[src/rtl/regfile_mp.sv]
// Parametrised 2-read/1-write register file with write-first bypass,
// optional hardwired zero entry and a post-reset clear sequencer.

module regfile_mp_rdport #(
  parameter int DATA_W   = 32,
  parameter int ADDR_W   = 6,
  parameter int ZERO_REG = 1
) (
  input  logic              clock,
  input  logic              reset_n,
  input  logic              rd_en,
  input  logic [ADDR_W-1:0] addr,
  input  logic              wr_en,
  input  logic [ADDR_W-1:0] wr_addr,
  input  logic [DATA_W-1:0] wr_data,
  input  logic [DATA_W-1:0] mem_data,
  output logic [DATA_W-1:0] data
);
  logic [DATA_W-1:0] data_q, data_d;

  // Zero entry beats bypass, bypass beats stored data.
  always_comb begin
    data_d = data_q;
    if (rd_en) begin
      if (ZERO_REG != 0 && addr == '0)
        data_d = '0;
      else if (wr_en && wr_addr == addr)
        data_d = wr_data;
      else
        data_d = mem_data;
    end
  end

  always_ff @(posedge clock) begin
    if (!reset_n) data_q <= '0;
    else          data_q <= data_d;
  end

  assign data = data_q;
endmodule

module regfile_mp #(
  parameter int DATA_W   = 32,
  parameter int ADDR_W   = 6,
  parameter int ZERO_REG = 1
) (
  input  logic              clock,
  input  logic              reset_n,
  input  logic              read,
  input  logic              write,
  input  logic [ADDR_W-1:0] rs,
  input  logic [ADDR_W-1:0] rt,
  input  logic [ADDR_W-1:0] rd,
  input  logic [DATA_W-1:0] datain,
  output logic [DATA_W-1:0] rs_out,
  output logic [DATA_W-1:0] rt_out,
  output logic              busy
);
  localparam int DEPTH    = 1 << ADDR_W;
  localparam int NUM_PORT = 2;

  typedef enum logic {CLEAR, READY} state_t;

  state_t            state_q, state_d;
  logic [ADDR_W-1:0] ptr_q, ptr_d;
  logic              ready;

  logic [DATA_W-1:0] mem_q [DEPTH];
  logic              mem_we;
  logic [ADDR_W-1:0] mem_wa;
  logic [DATA_W-1:0] mem_wd;

  logic [NUM_PORT-1:0][ADDR_W-1:0] port_addr;
  logic [NUM_PORT-1:0][DATA_W-1:0] port_data;

  always_ff @(posedge clock) begin
    if (!reset_n) begin
      state_q <= CLEAR;
      ptr_q   <= '0;
    end else begin
      state_q <= state_d;
      ptr_q   <= ptr_d;
    end
  end

  always_comb begin
    state_d = state_q;
    ptr_d   = ptr_q;
    case (state_q)
      CLEAR: begin
        ptr_d = ptr_q + ADDR_W'(1);
        if (ptr_q == '1) state_d = READY;
      end
      READY:   state_d = READY;
      default: state_d = CLEAR;
    endcase
  end

  always_comb begin
    busy  = (state_q == CLEAR);
    ready = (state_q == READY);
  end

  // Single array write port shared by the clear sequencer and the user write;
  // nothing reaches the array on a reset edge.
  always_comb begin
    mem_we = 1'b0;
    mem_wa = rd;
    mem_wd = datain;
    if (busy) begin
      mem_we = reset_n;
      mem_wa = ptr_q;
      mem_wd = '0;
    end else if (write && !(ZERO_REG != 0 && rd == '0)) begin
      mem_we = reset_n;
    end
  end

  always_ff @(posedge clock) begin
    if (mem_we) mem_q[mem_wa] <= mem_wd;
  end

  assign port_addr[0] = rs;
  assign port_addr[1] = rt;

  for (genvar g = 0; g < NUM_PORT; g++) begin : g_port
    regfile_mp_rdport #(
      .DATA_W  (DATA_W),
      .ADDR_W  (ADDR_W),
      .ZERO_REG(ZERO_REG)
    ) u_port (
      .clock   (clock),
      .reset_n (reset_n),
      .rd_en   (read && ready),
      .addr    (port_addr[g]),
      .wr_en   (write && ready),
      .wr_addr (rd),
      .wr_data (datain),
      .mem_data(mem_q[port_addr[g]]),
      .data    (port_data[g])
    );
  end

  assign rs_out = port_data[0];
  assign rt_out = port_data[1];
endmodule

[config.mk]
export PLATFORM = sky130hd
export DESIGN_NAME = regfile_mp
export DESIGN_NICKNAME = d
export VERILOG_FILES = /design/src/rtl/regfile_mp.sv
export SDC_FILE = /design/constraint.sdc
export NUM_CORES = 2
export LEC_CHECK = 0
export CORE_ASPECT_RATIO = 1.4
export CORE_MARGIN = 1
export CORE_UTILIZATION = 30
export DETAILED_ROUTE_END_ITERATION = 10
export DONT_BUFFER_PORTS = 1
export HOLD_SLACK_MARGIN = 0.15
export PLACE_DENSITY = 0.47
export SLEW_MARGIN = 20
export SYNTH_ARGS = -nofsm -noshare
export SYNTH_HDL_FRONTEND = slang
export SYNTH_HIERARCHICAL = 1
export SYNTH_SLANG_ARGS = --single-unit
[constraint.sdc]
create_clock -name clock -period 3.1 [get_ports clock]
set_input_delay 0.31 -clock clock [delete_from_list [all_inputs] [get_ports clock]]
set_output_delay 0.31 -clock clock [all_outputs]
set_load 0.03 [all_outputs]
==> impl_results.md <==
* Status: finished with violations
* Violated checks: slew limit
* WL final at about 360 mm
* Post-synth EDFFs at ~2000
* Drt drc at 0
* Synth Flop Type: edfxtp_1
* Clock-pin slew on the worst setup and hold paths at ~60 ps
* Mapped Area at between 0.09 and 0.1 mm^2
* Worst-Margin Slew at between 2000 and 2500 ps
* Leading area contributor after synthesis: edfxtp_1
* Largest net degree at the start of global routing at 448
* Slew Viols, Final at approximately 280
* Worst hold path class: primary input to register
* Die H at roughly 680 um
* Initial antenna violation count at 31
* Finished Core Util at about a third
* Post-CTS Repair Setup Buffers at 0
* H-tree depth at 4
* FF+latch count, synth at 2119
* Routed length per placed instance at 37.97 um
* Worst Path Max Fanout at 416
* Most common cell after layout, fill and taps aside: edfxtp_1
* WS Path Type: primary input to register
* Worst setup EP type: register
* Io pins at approximately 120
* Placed wire-length estimate at around 210 mm
* Post-route cell area at about 0.11 mm^2
* Register area share after synthesis at between 60% and 70%
* Met3 Track Usage GR at between 3 and 4%
* Crit path required time at 3920 ps
* Total die area at 0.3269 mm^2
* Detail Route Antenna Nets at 0
* Syn_nets at 4839
* Vias in the first global route at roughly 57000
* Row cnt at 247
* Max cap viols at 0
* # fillers at 29760
* Syn-to-layout area delta at 16.46%
* Fmax at approximately 0.33 GHz
* Dpl cells at about 9000
* Core area at 0.3230 mm^2
* DRT iter0 DRCs at 6000
* Gpl congestion at ~0.88
* # clock sinks at ~2100
* Top-area cell type share of the netlist area at 63.16%
* Via count at roughly 55000
* Met2 usage at a little under two fifths
* First-pass iteration count of the detailed router at 5
* Nets at a little over 5000
* M1 GR Usage at 25.38%
* Root buffer cell: clkbuf_16
* Worst-case clock buffer depth at 4
* Busiest metal layer after global routing: met2
* Post-synth ARST share at 0%
* Fin cells at ~9500
* Worst-skew pair later-pin latency at approximately 900 ps
* First-pass GRT wire length at between 400 and 500 mm
* Cell variety after synth at 50
* Initial core utilization at 30.15%
* LEAKAGE at between 30 and 40 nW
* Dominant cells by area after synthesis: edfxtp_1 63%, mux4_2 26%, dfxtp_1 1.5%, o22ai_1 1.2%, mux2i_1 1.0%
* Die width at around 480 um
* Share of cells above drive strength 1 at roughly 37%
* Final Critical Period at ~3100 ps
* Placed Instance Area at 0.1053 mm^2
* Port Buf Inserts at 0
* Power per cell area at between 500 and 600 mW/mm^2
* GRT Util Overall at 21.49%
* Worst clock skew at 44.47 ps
* WHS at ~170 ps
* Mapped Cells at ~4800
* Arr. time, crit path at 3880 ps
* Final hold vios at 0
* Most frequent cells in the layout: 2048 x edfxtp_1, 1136 x mux4_2, 228 x buf_4, 224 x clkbuf_16, 193 x o22ai_1
* Via density at 5.769
* Post-synthesis area per instance at around 20 um^2
* Relative slew slack at -37.90%
* Global route overflow at 0
* CTS buffer count at between 200 and 250
* CTS tree: done
* Yosys Warn Count at 6
* Worst IR Drop VDD at just under 0.5 mV
* # setup viols final at 0
* Tcrit/Tclk final at around 99%
* Worst Setup Start Kind: primary input
[repair_timing]
| item | CTS | global route |
|---|---|---|
| hold endpoints to repair | 1786 | 0 |
| setup endpoints to repair | 0 | 27 |
| gates resized for setup | 0 | 1 |
| hold buffers | 78 | 0 |
[critical path, cell delays in order]
cell and delay [ps]:
nand3b_1 630, buf_4 300, o221ai_1 140, a21oi_1 430
a21oi_1 70, nor2_1 530, buf_4 220, nand2_1 50
o211ai_1 200
[cell type report]
type,count,area [um^2],share of cell area (%)
multi-input cells,2268,32980,29.08
well taps,4233,5296,4.670
inverters,5,23.77,0.02096
flip-flops and latches,2119,62920,55.48
diodes,21,52.55,0.04634
clock buffers,268,5662,4.993
clock inverters,114,1110,0.9786
repair buffers,442,5360,4.727
[synthesized netlist by cell type, types with 4 or more instances]
cell type,count
a211o_1,8
a211oi_1,6
a21oi_1,107
a221oi_1,8
a22o_1,4
a22oi_1,5
a31oi_1,4
and2_1,39
buf_1,68
buf_2,104
buf_4,56
buf_6,31
clkbuf_1,133
dfxtp_1,71
edfxtp_1,2048
inv_1,4
mux2_2,8
mux2i_1,99
mux4_2,1136
nand2_1,166
nand2b_1,16
nand3_1,8
nand3b_1,5
nand4_1,64
nor2_1,189
nor2b_1,15
nor3_1,14
o211ai_1,65
o21a_1,4
o21ai_0,5
o221ai_1,44
o22a_1,4
o22ai_1,193
or2_2,11
or3_1,5
xnor2_1,7
xor2_1,9
[registers in the layout, summed over array words and instances (netlist names)]
name / count
mem_q: 2048
g_port.u_port/data: 64
ptr_q: 6
ready: 1
[cells by family after synthesis]
| logic type | Yosys count | share of synthesized area (%) |
|---|---|---|
| flops | 2119 | 64.62 |
| mux | 1243 | 27.39 |
| simple gates | 544 | 2.585 |
| compound gates | 464 | 3.135 |
| buf+inv | 397 | 2.119 |
| xor+xnor | 16 | 0.1439 |
| fa+ha+maj | 1 | 0.01285 |
[final timing paths]
| kind | startpoint | endpoint | slack, ps | cells after the start |
|---|---|---|---|---|
| worst max-delay path | rt[1] | g_port[1].u_port/data[20] | 30 | 9 |
| worst max register to register | ready | g_port[1].u_port/data[20] | 130 | 5 |
| worst min-delay path | rt[3] | g_port[1].u_port/data[13] | 170 | 6 |
| worst min register to register | ptr_q[5] | ptr_q[5] | 540 | 2 |
[through the flow]
step,total power [mW],setup slack [ps],TNS [ps]
after floorplan,34.53,-101.7,-145760
after global placement,35.44,-153.8,-153.8
after detailed placement,35.44,-136.8,-136.8
after CTS,61.57,186.6,0
after global routing,63.09,-7.931,-9.129
final,61.56,32.76,0
[routing by layer]
layer  wire [um]  up-vias
met5          72        -
met2      183300     2279
met1      133100    30270
li1            -    21450
met3       22110      627
met4       21020       10
[where the power goes]
| group | switching, mW | total (mW) | leakage, nW | internal, mW |
|---|---|---|---|---|
| clock network | 11.4 | 26.1 | 3.31 | 14.7 |
| registers | 0.0379 | 31.0 | 20.8 | 31.0 |
| logic | 2.34 | 4.44 | 12.3 | 2.11 |
No activity file was read; power rests on OpenSTA's default activity.
